$ cat config.mk
export PLATFORM = sky130hd
export DESIGN_NAME = amp_fault_supervisor_flat
export DESIGN_NICKNAME = d
export VERILOG_FILES = /design/src/rtl/amp_ctrl_pkg.sv /design/src/rtl/amp_fault_supervisor_if.sv /design/src/rtl/amp_delay_counter.sv /design/src/rtl/amp_fault_supervisor.sv /design/src/flat_wrapper.sv
export SDC_FILE = /design/constraint.sdc
export NUM_CORES = 1
export LEC_CHECK = 0
export CORE_UTILIZATION = 31
export DETAILED_ROUTE_END_ITERATION = 16
export PLACE_DENSITY = 0.57
export SKIP_LAST_GASP = 1
export SLEW_MARGIN = 20
export SYNTH_ARGS = -nofsm -noshare
export SYNTH_HDL_FRONTEND = slang
export SYNTH_SLANG_ARGS = --single-unit
$ cat constraint.sdc
create_clock -name clk_in -period 8.7 [get_ports clk_in]
set_input_delay 2.61 -clock clk_in [delete_from_list [all_inputs] [get_ports clk_in]]
set_output_delay 2.61 -clock clk_in [all_outputs]
set_load 0.005 [all_outputs]
$ cat src/rtl/amp_ctrl_pkg.sv
// Shared types and default timing constants for the class-D amp supervisor.
package amp_ctrl_pkg;

    typedef enum logic [3:0] {
        ST_OFF           = 4'd0,
        ST_ENABLE_WAIT   = 4'd1,
        ST_CONFIG        = 4'd2,
        ST_RUN           = 4'd3,
        ST_FAULT_MUTE    = 4'd4,
        ST_FAULT_DISABLE = 4'd5,
        ST_SHUTDOWN_MUTE = 4'd6,
        ST_LOCKOUT       = 4'd7
    } amp_state_t;

    localparam int DEF_EN_WAIT_CYC     = 1024;
    localparam int DEF_CFG_TIMEOUT_CYC = 4096;
    localparam int DEF_MUTE_CYC        = 64;
    localparam int DEF_BACKOFF_CYC     = 8192;
    localparam int DEF_STABLE_CYC      = 65536;
    localparam int DEF_DEBOUNCE_CYC    = 4;
    localparam int DEF_MAX_RETRY       = 3;
    localparam int DEF_RETRY_W         = 2;
    localparam int DEF_CNT_W           = 20;

endpackage

$ cat src/rtl/amp_fault_supervisor_if.sv
// Amp-side pins, system control and config handshake of the amp supervisor.
interface amp_fault_supervisor_if #(
    parameter int RETRY_W = amp_ctrl_pkg::DEF_RETRY_W
);
    logic               amp_enable_in;
    logic               audio_locked_in;
    logic               nerror_in;
    logic               cfg_done_in;
    logic               nenable_out;
    logic               nmute_out;
    logic               send_config_out;
    logic               fault_latched_out;
    logic [RETRY_W-1:0] retry_count_out;

    modport master (
        output amp_enable_in, audio_locked_in, nerror_in, cfg_done_in,
        input  nenable_out, nmute_out, send_config_out, fault_latched_out, retry_count_out
    );

    modport slave (
        input  amp_enable_in, audio_locked_in, nerror_in, cfg_done_in,
        output nenable_out, nmute_out, send_config_out, fault_latched_out, retry_count_out
    );
endinterface

$ cat src/rtl/amp_delay_counter.sv
// Loadable down-counter; loading N-1 gives exactly N cycles until expired.
module amp_delay_counter #(
    parameter int CNT_W = 20
) (
    input  logic             clk_in,
    input  logic             resetb,
    input  logic             load,
    input  logic [CNT_W-1:0] load_val,
    output logic [CNT_W-1:0] value,
    output logic             expired
);

    always_ff @(posedge clk_in or negedge resetb) begin
        if (!resetb) begin
            value <= '0;
        end else if (load) begin
            value <= load_val;
        end else if (value != '0) begin
            value <= value - CNT_W'(1);
        end
    end

    assign expired = (value == '0);

endmodule

$ cat src/rtl/amp_fault_supervisor.sv
// Class-D amp bring-up sequencer with debounced fault recovery and lockout.
//
// state            | meaning
// OFF              | amp disabled and muted, waiting for enable request
// ENABLE_WAIT      | amp enabled, muted, settling
// CONFIG           | config sender requested, waiting for done or timeout
// RUN              | amp unmuted while audio is locked
// FAULT_MUTE       | muting after a fault in RUN
// FAULT_DISABLE    | amp disabled, backing off before a retry
// SHUTDOWN_MUTE    | muting before a requested shutdown
// LOCKOUT          | retries exhausted, held off until enable drops
module amp_fault_supervisor
    import amp_ctrl_pkg::*;
#(
    parameter int EN_WAIT_CYC     = DEF_EN_WAIT_CYC,
    parameter int CFG_TIMEOUT_CYC = DEF_CFG_TIMEOUT_CYC,
    parameter int MUTE_CYC        = DEF_MUTE_CYC,
    parameter int BACKOFF_CYC     = DEF_BACKOFF_CYC,
    parameter int STABLE_CYC      = DEF_STABLE_CYC,
    parameter int DEBOUNCE_CYC    = DEF_DEBOUNCE_CYC,
    parameter int MAX_RETRY       = DEF_MAX_RETRY,
    parameter int RETRY_W         = DEF_RETRY_W,
    parameter int CNT_W           = DEF_CNT_W
) (
    input logic                   clk_in,
    input logic                   resetb,
    amp_fault_supervisor_if.slave amp_if
);

    localparam int DEB_W = $clog2(DEBOUNCE_CYC + 1);

    logic             nerror_s1;
    logic             nerror_s2;
    logic [DEB_W-1:0] deb_cnt;
    logic             fault;

    amp_state_t       state_q;
    amp_state_t       state_nxt;
    amp_state_t       fault_dest;
    logic [RETRY_W-1:0] retry_q;
    logic [RETRY_W-1:0] retry_nxt;

    logic nenable_q,  nenable_nxt;
    logic nmute_q,    nmute_nxt;
    logic send_cfg_q, send_cfg_nxt;
    logic latched_q,  latched_nxt;

    logic             dly_load;
    logic [CNT_W-1:0] dly_load_val;
    logic [CNT_W-1:0] dly_value;
    logic             dly_expired;
    logic             stable_load;
    logic [CNT_W-1:0] stable_value;
    logic             stable_expired;
    logic             unused_cnt_bits;

    // The counter holds at the last-but-one low sample so a held-low pin keeps fault asserted.
    always_ff @(posedge clk_in or negedge resetb) begin
        if (!resetb) begin
            nerror_s1 <= 1'b1;
            nerror_s2 <= 1'b1;
            deb_cnt   <= '0;
        end else begin
            nerror_s1 <= amp_if.nerror_in;
            nerror_s2 <= nerror_s1;
            if (nerror_s2) begin
                deb_cnt <= '0;
            end else if (deb_cnt != DEB_W'(DEBOUNCE_CYC - 1)) begin
                deb_cnt <= deb_cnt + DEB_W'(1);
            end
        end
    end

    assign fault = !nerror_s2 && (deb_cnt == DEB_W'(DEBOUNCE_CYC - 1));

    amp_delay_counter #(.CNT_W(CNT_W)) u_dly_cnt (
        .clk_in   (clk_in),
        .resetb   (resetb),
        .load     (dly_load),
        .load_val (dly_load_val),
        .value    (dly_value),
        .expired  (dly_expired)
    );

    amp_delay_counter #(.CNT_W(CNT_W)) u_stable_cnt (
        .clk_in   (clk_in),
        .resetb   (resetb),
        .load     (stable_load),
        .load_val (CNT_W'(STABLE_CYC - 1)),
        .value    (stable_value),
        .expired  (stable_expired)
    );

    assign unused_cnt_bits = ^{dly_value, stable_value};

    always_ff @(posedge clk_in or negedge resetb) begin
        if (!resetb) begin
            state_q    <= ST_OFF;
            retry_q    <= '0;
            nenable_q  <= 1'b1;
            nmute_q    <= 1'b0;
            send_cfg_q <= 1'b0;
            latched_q  <= 1'b0;
        end else begin
            state_q    <= state_nxt;
            retry_q    <= retry_nxt;
            nenable_q  <= nenable_nxt;
            nmute_q    <= nmute_nxt;
            send_cfg_q <= send_cfg_nxt;
            latched_q  <= latched_nxt;
        end
    end

    // An exhausted retry budget redirects the disable step straight into LOCKOUT.
    assign fault_dest = (retry_q == RETRY_W'(MAX_RETRY)) ? ST_LOCKOUT : ST_FAULT_DISABLE;

    always_comb begin
        state_nxt = state_q;
        case (state_q)
            ST_OFF: begin
                if (amp_if.amp_enable_in) state_nxt = ST_ENABLE_WAIT;
            end
            ST_ENABLE_WAIT: begin
                if (!amp_if.amp_enable_in) state_nxt = ST_OFF;
                else if (fault)            state_nxt = fault_dest;
                else if (dly_expired)      state_nxt = ST_CONFIG;
            end
            ST_CONFIG: begin
                if (!amp_if.amp_enable_in)   state_nxt = ST_OFF;
                else if (fault)              state_nxt = fault_dest;
                else if (amp_if.cfg_done_in) state_nxt = ST_RUN;
                else if (dly_expired)        state_nxt = fault_dest;
            end
            ST_RUN: begin
                if (!amp_if.amp_enable_in) state_nxt = ST_SHUTDOWN_MUTE;
                else if (fault)            state_nxt = ST_FAULT_MUTE;
            end
            ST_FAULT_MUTE: begin
                if (!amp_if.amp_enable_in) state_nxt = ST_OFF;
                else if (dly_expired)      state_nxt = fault_dest;
            end
            ST_FAULT_DISABLE: begin
                if (!amp_if.amp_enable_in) state_nxt = ST_OFF;
                else if (dly_expired)      state_nxt = ST_ENABLE_WAIT;
            end
            ST_SHUTDOWN_MUTE: begin
                if (dly_expired) state_nxt = ST_OFF;
            end
            ST_LOCKOUT: begin
                if (!amp_if.amp_enable_in) state_nxt = ST_OFF;
            end
            default: state_nxt = ST_OFF;
        endcase
    end

    assign dly_load    = (state_nxt != state_q);
    assign stable_load = (state_nxt == ST_RUN) && (state_q != ST_RUN);

    always_comb begin
        dly_load_val = '0;
        case (state_nxt)
            ST_ENABLE_WAIT:                  dly_load_val = CNT_W'(EN_WAIT_CYC - 1);
            ST_CONFIG:                       dly_load_val = CNT_W'(CFG_TIMEOUT_CYC - 1);
            ST_FAULT_MUTE, ST_SHUTDOWN_MUTE: dly_load_val = CNT_W'(MUTE_CYC - 1);
            ST_FAULT_DISABLE:                dly_load_val = (CNT_W'(BACKOFF_CYC) << retry_q) - CNT_W'(1);
            default:                         dly_load_val = '0;
        endcase
    end

    always_comb begin
        nenable_nxt  = 1'b1;
        nmute_nxt    = 1'b0;
        send_cfg_nxt = 1'b0;
        latched_nxt  = 1'b0;
        retry_nxt    = retry_q;
        case (state_nxt)
            ST_ENABLE_WAIT, ST_FAULT_MUTE, ST_SHUTDOWN_MUTE: nenable_nxt = 1'b0;
            ST_CONFIG: begin
                nenable_nxt  = 1'b0;
                send_cfg_nxt = 1'b1;
            end
            ST_RUN: begin
                nenable_nxt = 1'b0;
                nmute_nxt   = (state_q == ST_RUN) && amp_if.audio_locked_in;
            end
            ST_LOCKOUT: latched_nxt = 1'b1;
            default: ;
        endcase

        if (state_nxt == ST_OFF) begin
            retry_nxt = '0;
        end else if ((state_nxt == ST_FAULT_DISABLE) && (state_q != ST_FAULT_DISABLE)) begin
            retry_nxt = retry_q + RETRY_W'(1);
        end else if ((state_q == ST_RUN) && (state_nxt == ST_RUN) && stable_expired) begin
            retry_nxt = '0;
        end
    end

    assign amp_if.nenable_out       = nenable_q;
    assign amp_if.nmute_out         = nmute_q;
    assign amp_if.send_config_out   = send_cfg_q;
    assign amp_if.fault_latched_out = latched_q;
    assign amp_if.retry_count_out   = retry_q;

endmodule
$ cat src/flat_wrapper.sv
// flat-port wrapper written by rule: the top's interface ports become plain ports
module amp_fault_supervisor_flat import amp_ctrl_pkg::*;
#(
    parameter int EN_WAIT_CYC     = DEF_EN_WAIT_CYC,
    parameter int CFG_TIMEOUT_CYC = DEF_CFG_TIMEOUT_CYC,
    parameter int MUTE_CYC        = DEF_MUTE_CYC,
    parameter int BACKOFF_CYC     = DEF_BACKOFF_CYC,
    parameter int STABLE_CYC      = DEF_STABLE_CYC,
    parameter int DEBOUNCE_CYC    = DEF_DEBOUNCE_CYC,
    parameter int MAX_RETRY       = DEF_MAX_RETRY,
    parameter int RETRY_W         = DEF_RETRY_W,
    parameter int CNT_W           = DEF_CNT_W
)
  (clk_in, resetb, amp_if_amp_enable_in, amp_if_audio_locked_in, amp_if_nerror_in, amp_if_cfg_done_in, amp_if_nenable_out, amp_if_nmute_out, amp_if_send_config_out, amp_if_fault_latched_out, amp_if_retry_count_out);
  amp_fault_supervisor_if #(.RETRY_W(RETRY_W)) amp_if_i ();
  input logic clk_in;
  input logic resetb;
  input wire logic [$bits(amp_if_i.amp_enable_in)-1:0] amp_if_amp_enable_in;
  input wire logic [$bits(amp_if_i.audio_locked_in)-1:0] amp_if_audio_locked_in;
  input wire logic [$bits(amp_if_i.nerror_in)-1:0] amp_if_nerror_in;
  input wire logic [$bits(amp_if_i.cfg_done_in)-1:0] amp_if_cfg_done_in;
  output wire logic [$bits(amp_if_i.nenable_out)-1:0] amp_if_nenable_out;
  output wire logic [$bits(amp_if_i.nmute_out)-1:0] amp_if_nmute_out;
  output wire logic [$bits(amp_if_i.send_config_out)-1:0] amp_if_send_config_out;
  output wire logic [$bits(amp_if_i.fault_latched_out)-1:0] amp_if_fault_latched_out;
  output wire logic [$bits(amp_if_i.retry_count_out)-1:0] amp_if_retry_count_out;
  assign amp_if_i.amp_enable_in = amp_if_amp_enable_in;
  assign amp_if_i.audio_locked_in = amp_if_audio_locked_in;
  assign amp_if_i.nerror_in = amp_if_nerror_in;
  assign amp_if_i.cfg_done_in = amp_if_cfg_done_in;
  assign amp_if_nenable_out = amp_if_i.nenable_out;
  assign amp_if_nmute_out = amp_if_i.nmute_out;
  assign amp_if_send_config_out = amp_if_i.send_config_out;
  assign amp_if_fault_latched_out = amp_if_i.fault_latched_out;
  assign amp_if_retry_count_out = amp_if_i.retry_count_out;
  amp_fault_supervisor #(.EN_WAIT_CYC(EN_WAIT_CYC), .CFG_TIMEOUT_CYC(CFG_TIMEOUT_CYC), .MUTE_CYC(MUTE_CYC), .BACKOFF_CYC(BACKOFF_CYC), .STABLE_CYC(STABLE_CYC), .DEBOUNCE_CYC(DEBOUNCE_CYC), .MAX_RETRY(MAX_RETRY), .RETRY_W(RETRY_W), .CNT_W(CNT_W)) u_core (.clk_in(clk_in), .resetb(resetb), .amp_if(amp_if_i));
endmodule
==> out/qor.yml, run 1 <==
critical_path:
  required_ns: 8.90
  cp_cell_sequence: "clkdlybuf4s50_1 > or4_1 > nor3_1 > nor3_1 > a211oi_2 > nand2_1 > mux2_4"
  worst-path-max-fanout: 10
  cpMaxStageDelayCell: "a211oi_2"
  critPathKind: "in2reg"
  reg2reg_depth: 9
  cp_data_arrival_time_ns: 5.16
  critPathMaxStageDelay_ns: 0.62
  critPathTopFamily: "simple AND/OR/NAND/NOR gates"
  path_buf_inv: 1
  rr_endpoint: "u_core.u_stable_cnt.value[1]$_DFFE_PN0P_"
  rrSetupSlack_ns: 5.13
  crit_path_frequent_cell: "nor3_1"
  crit_path_end_kind: "flip-flop"
  worst_setup_path_start_kind: "primary input"
  reg2reg_from: "u_core.u_dly_cnt.value[0]$_DFFE_PN0P_"
yosys:
  ys_seq_elements: 55
  synth_edf_count: 0
  ys_seq_area_share_pct: 40.3
  synth_cell_types: 55
  syn_nets: 392
  synth_most_common_cell: "dfrtp_1"
  yosysWarningCount: 0
  ys_top_cells_by_count: "52 x dfrtp_1, 38 x nand2_1, 35 x nor2_1, 23 x xnor2_1, 19 x nand3_1"
  synthesis.area_sq_mm: 0.00342
  synth.area.top_cells: "dfrtp_1 38%, xnor2_1 5.9%, nand2_1 4.2%"
  async_reset_ff_share_pct: 100
  synth_top_area_share_pct: 38.0
  postSynthAreaPerCell_sq_um: 9.13
  syn_inst: 375
  synth_ff_type: "dfrtp_1"
  yosysTopAreaCell: "dfrtp_1"
cts:
  cts_hold_buf: 0
  cts_resized: 0
  cts_tree: "built"
  cts_buffer_depth: 2
  path_clk_slew_ns: 0.10
  htreeDepth: 2
  root_buffer: "clkbuf_8"
  clock-sinks: 55
  clock_insertion_delay_worst_skew_ns: 0.31
  numCtsBuffers: 5
  post_cts_buffers: 0
route:
  drc: 0
  vias: 2764
  first_pass_iters: 4
  finalWirelength_um: 7700
  viasPerCell: 5.27
  wire_per_inst_um: 14.7
  drt_iter0_drc: 177
  ant_nets: 0
pwr:
  p_leak_nw: 1.46
  finalPower_uw: 863
  power.density_mw_per_mm2: 229
  ir_drop_v: 0.000125
timing:
  fin_crit_ns: 4.96
  period_share_pct: 57.0
  rsz0062_at_grt: "false"
  finalSetupTns_ns: 0
  tightestPinTransition_ns: 0.800
  hold_violations: 0
  final_max_slew_viol_count: 0
  fin_skew_ns: 0.0117
  worst_slew_margin_rel_pct: 46.3
  setup_viol_count_final: 0
  fmax_mhz: 202
  hold_ws_ns: 0.359
layout:
  register_area_sq_mm: 0.00138
  areaGrowthSynthToFinish_pct: 9.83
  fillers: 1109
  antenna_cells: 0
  drive_above_1_share_pct: 7.29
  final_util_pct: 34.8
  finalNetCount: 400
  design_area_sq_mm: 0.00376
  multi_input_area_sq_mm: 0.00193
grt:
  grt_start_max_net_pins: 56
  antenna_found_initial: 0
  grt_pass1_wl_um: 13300
  grt.total_usage_pct: 14.5
  grt_overflow: 0
  grt_pass1_vias: 2653
floorplanning:
  start_util_pct: 31.7
  die_w_um: 107
  ioPinCount: 12
  dieHeight_um: 107
  rows: 38
  die_area_sq_mm: 0.0115
  core_sq_mm: 0.0108
hold_path:
  hp-start: "u_core.nerror_s1$_DFF_PN1_"
  hold_path.class: "reg2reg"
  hold_end: "u_core.nerror_s2$_DFF_PN1_"
  hold_depth: 0
placed_design:
  port-buffer-count: 11
  placed_cell_area_sq_mm: 0.00365
  gp_congestion: 0.838
  hpwl_um: 5450
status:
  status: "finished clean"
flow_run:
  drv_cap: 0
[layout make-up]
cell class | count | area share (%)
Sequential cell | 55 | 36.7
Multi-Input combinational cell | 294 | 51.2
Clock inverter | 1 | 0.799
Inverter | 14 | 1.40
Tap cell | 140 | 4.66
Clock buffer | 7 | 2.03
Timing Repair Buffer | 13 | 3.19
[sequential cells by signal, summed over array words and instances (netlist names)]
signal / cells
u_core.u_dly_cnt.value: 20
u_core.amp_if.retry_count_out: 2
u_core.amp_if.nmute_out: 1
u_core.nerror_s2: 1
u_core.nerror_s1: 1
u_core.amp_if.fault_latched_out: 1
u_core.u_stable_cnt.value: 20
u_core.amp_if.nenable_out: 1
u_core.amp_if.send_config_out: 1
u_core.state_q: 4
u_core.deb_cnt: 3
[power breakdown]
part           switching [mW]  internal (mW)
sequential             0.0615          0.308
clock                  0.0836         0.0864
combinational           0.183          0.140
total                   0.328          0.534
[worst max path at each step]
| stage | from | endpoint | slack, ns | cells after the start |
|---|---|---|---|---|
| floorplan | amp_if_cfg_done_in | u_core.amp_if.retry_count_out[1]$_DFFE_PN0P_ | 4.23 | 6 |
| global placement | amp_if_amp_enable_in | u_core.u_dly_cnt.value[7]$_DFFE_PN0P_ | 3.46 | 8 |
| detailed placement | amp_if_cfg_done_in | u_core.amp_if.retry_count_out[1]$_DFFE_PN0P_ | 3.47 | 7 |
| CTS | amp_if_amp_enable_in | u_core.u_dly_cnt.value[8]$_DFFE_PN0P_ | 3.78 | 8 |
| global route | amp_if_cfg_done_in | u_core.amp_if.retry_count_out[1]$_DFFE_PN0P_ | 3.58 | 7 |
| finish | amp_if_cfg_done_in | u_core.amp_if.retry_count_out[1]$_DFFE_PN0P_ | 3.74 | 7 |
[cell families (layout without fill, tap and decap cells)]
family	after synthesis	in the layout	synth area share (%)
and+or+nand+nor	171	171	27.4
AOI/OAI and AO/OA	71	71	14.2
DFF	55	55	40.3
xor gates and xnor gates	37	37	9.47
buffers and inverters	26	35	3.44
adders and majority gates	11	11	4.02
muxes	3	3	1.02
other	1	1	0.110
[metal layers]
layer | share of wire [%] | wire [um] | up-vias | track usage, %
li1 | - | - | 1362 | -
met1 | 47 | 3600 | 1329 | 19.1
met2 | 48 | 3690 | 61 | 24.5
met3 | 3.9 | 297 | 12 | 2.61
met4 | 1.4 | 110 | 0 | 3.72
met5 | 0 | 0 | - | 0
[metrics by stage]
stage	std cells	worst slack [ns]
floorplan	375	4.23
detailed placement	516	3.47
finish	524	3.74
global route	524	3.58
CTS	524	3.78
global placement	516	3.46
[cells in the final DEF (no fill, tap or decap), types with 4 or more instances in the layout]
master           instances
a211oi_1                 5
a21oi_1                 17
a31oi_1                  5
and2_1                   5
clkbuf_8                 5
clkdlybuf4s50_1         10
dfrtp_1                 52
ha_1                    11
inv_1                   14
nand2_1                 38
nand2b_1                 8
nand3_1                 19
nand4_1                  5
nor2_1                  35
nor2b_1                  5
nor3_1                  13
nor4_1                  11
nor4b_1                  4
o211ai_1                12
o21ai_0                 10
o31ai_1                  4
or3_1                    7
or4_1                    5
xnor2_1                 23
xor2_1                  14
No activity file was read; power rests on OpenSTA's default activity.
==> run 2: changes to the inputs <==
--- a/config.mk
+++ b/config.mk
@@ -7,7 +7,7 @@
 export LEC_CHECK = 0
 export CORE_UTILIZATION = 31
 export DETAILED_ROUTE_END_ITERATION = 16
-export PLACE_DENSITY = 0.57
+export PLACE_DENSITY = 0.59
 export SKIP_LAST_GASP = 1
 export SLEW_MARGIN = 20
 export SYNTH_ARGS = -nofsm -noshare
==> constraint.sdc (replaced) <==
create_clock -name clk_in -period 4.4 [get_ports clk_in]
set_input_delay 1.32 -clock clk_in [delete_from_list [all_inputs] [get_ports clk_in]]
set_output_delay 1.32 -clock clk_in [all_outputs]
set_load 0.005 [all_outputs]
==> out/qor.yml, run 2 (synthesis results as in run 1) <==
layout:
  drive_above_1_share_pct: 9.00  # was 7.29%
  instances_no_fill: 529  # was 524
  antenna_cells: 0  # unchanged
  multi_input_area_sq_mm: 0.00193  # unchanged
  mostFrequentLayoutCell: "dfrtp_1"  # unchanged
  fillers: 1098  # was 1109
  mostFrequentLayoutCells: "52 x dfrtp_1, 38 x nand2_1, 35 x nor2_1"  # unchanged
  final_util_pct: 35.1  # was 34.8%
  finalNetCount: 405  # was 400
  register_area_sq_mm: 0.00138  # unchanged
  largestRegisters: "u_core.u_dly_cnt.value: 20 flops, u_core.u_stable_cnt.value: 20 flops, u_core.state_q: 4 flops"  # unchanged
  areaGrowthSynthToFinish_pct: 10.7  # was 9.83%
route:
  wire_per_inst_um: 13.9  # was 14.7 um
  drt_iter0_drc: 188  # was 177
  first_pass_iters: 4  # unchanged
  vias: 2739  # was 2764
  drc: 0  # unchanged
  finalWirelength_um: 7380  # was 7700 um
  ant_nets: 0  # unchanged
  viasPerCell: 5.18  # was 5.27
timing:
  fmax_mhz: 280
  period_share_pct: 81.1
  setup_viol_count_final: 0  # unchanged
  worst_slew_margin_rel_pct: 46.9  # was 46.3%
  fin_skew_ns: 0.0110  # was 0.0117 ns
  fin_crit_ns: 3.57
  tightestPinTransition_ns: 0.785  # was 0.800 ns
  rsz0062_at_grt: "false"  # unchanged
  setup_ws_ns: 0.833  # was 3.74 ns
  final_max_slew_viol_count: 0  # unchanged
  finalSetupTns_ns: 0  # unchanged
  hold_violations: 0  # unchanged
grt:
  grt_pass1_wl_um: 12400  # was 13300 um
  grt.total_usage_pct: 13.6  # was 14.5%
  grt_overflow: 0  # unchanged
  grt_start_max_net_pins: 32  # was 56
  grt_pass1_vias: 2633  # was 2653
  antenna_found_initial: 0  # unchanged
critical_path:
  crit_path_end_kind: "flip-flop"  # unchanged
  cp_cell_sequence: "clkdlybuf4s50_1 > or4_1 > nor3_1 > o31ai_2 > a211oi_1 > nand3_1 > o211ai_1"  # was clkdlybuf4s50_1 > or4_1 > nor3_1 > nor3_1 > a211oi_2 > nand2_1 > mux2_4
  cpMaxStageDelayCell: "or4_1"  # was a211oi_2
  required_ns: 4.62  # was 8.90 ns
  critPathMaxStageDelay_ns: 0.48  # was 0.62 ns
  cp_data_arrival_time_ns: 3.79  # was 5.16 ns
  path_buf_inv: 1  # unchanged
  worst_setup_path_start_kind: "primary input"  # unchanged
  critPathKind: "in2reg"  # unchanged
  critPathTopFamily: "simple AND/OR/NAND/NOR gates"  # unchanged
  worst-path-max-fanout: 8  # was 10
placed_design:
  place_inst: 521  # was 516
  hpwl_um: 5450  # about the same
  port-buffer-count: 11  # unchanged
  preCtsSetupSlack_ns: 0.580  # was 3.47 ns
  gp_congestion: 0.839  # was 0.838
flow_run:
  drv_cap: 0  # unchanged
hold_path:
  hold_path.class: "reg2reg"  # unchanged
cts:
  cts_hold_buf: 0  # unchanged
  post_cts_buffers: 0  # unchanged
  htreeDepth: 2  # unchanged
  cts_resized: 0  # unchanged
  cts_tree: "built"  # unchanged
  path_clk_slew_ns: 0.10  # about the same
  cts_buffer_depth: 2  # unchanged
  clock_insertion_delay_worst_skew_ns: 0.31  # about the same
  numCtsBuffers: 5  # unchanged
  root_buffer: "clkbuf_8"  # unchanged
  clock-sinks: 55  # unchanged
status:
  status: "finished clean"  # unchanged
floorplanning:
  die_area_sq_mm: 0.0115  # unchanged
  ioPinCount: 12  # unchanged
  die_w_um: 107  # unchanged
  core_sq_mm: 0.0108  # unchanged
  start_util_pct: 31.7  # unchanged
  dieHeight_um: 107  # unchanged
  rows: 38  # unchanged
pwr:
  ir_drop_v: 0.000231  # was 0.000125 V
  power.density_mw_per_mm2: 442  # was 229 mW/mm^2
  p_leak_nw: 1.48  # was 1.46 nW
-- run 2: changes by cell type in the layout (fill, tap and decap cells not counted) --
| cell | change |
|---|---|
| buf_4 | +5 |
| bufinv_16 | -1 |
| clkbuf_1 | -2 |
| clkbuf_8 | +1 |
| inv_6 | +2 |
-- run 2: worst paths after layout --
path / from / depth (start not counted) / to / slack [ns]
min in group asynchronous: resetb / 1 / u_core.u_stable_cnt.value[9]$_DFFE_PN0P_ / 1.02
min: u_core.nerror_s1$_DFF_PN1_ / 0 / u_core.nerror_s2$_DFF_PN1_ / 0.36
min reg2reg: u_core.nerror_s1$_DFF_PN1_ / 0 / u_core.nerror_s2$_DFF_PN1_ / 0.36
max in group asynchronous: resetb / 2 / u_core.amp_if.nenable_out$_DFF_PN1_ / 2.55
max reg2reg: u_core.u_dly_cnt.value[0]$_DFFE_PN0P_ / 9 / u_core.u_stable_cnt.value[1]$_DFFE_PN0P_ / 1.01
max: amp_if_cfg_done_in / 7 / u_core.u_dly_cnt.value[6]$_DFFE_PN0P_ / 0.83
-- run 2: report_power, final --
part,switching [mW],total (mW),leakage (nW),internal [mW]
registers,0.120,0.729,0.659,0.609
clock network,0.174,0.306,0.0522,0.132
logic,0.360,0.641,0.772,0.280
total,0.654,1.68,1.48,1.02
-- run 2: routing by layer --
layer  up-vias  global-route usage [%]  routed length [um]
met4         0                    4.99                 122
met5         -                       0                   0
li1       1380                       -                   -
met1      1311                    19.8                3960
met3        10                    2.13                 187
met2        38                    20.1                3100
-- run 2: metrics by stage --
step | area [sq um] | hold slack, ns | power (mW)
2_1_floorplan | 3420 | 0.345 | 1.22
3_3_place_gp | 3690 | 0.347 | 1.37
3_5_place_dp | 3690 | 0.347 | 1.38
4_1_cts | 3790 | 0.363 | 1.69
5_1_grt | 3790 | 0.366 | 1.80
6_report | 3790 | 0.361 | 1.68
-- run 2: worst register-to-register path, delay by kind of cell, from the launching register on --
family	cells	cell delay (ns)
fa+ha+maj	1	0.22
buf+inv	1	0.08
compound gates	2	0.52
flops	1	0.43
simple gates	5	2.07
-- run 2: layout make-up --
class | instances | share of cell area [%]
Clock buffer | 6 | 2.18
Multi-Input combinational cell | 294 | 50.8
Timing Repair Buffer | 18 | 4.16
Sequential cell | 55 | 36.4
Clock inverter | 2 | 0.462
Tap cell | 140 | 4.62
Inverter | 14 | 1.39
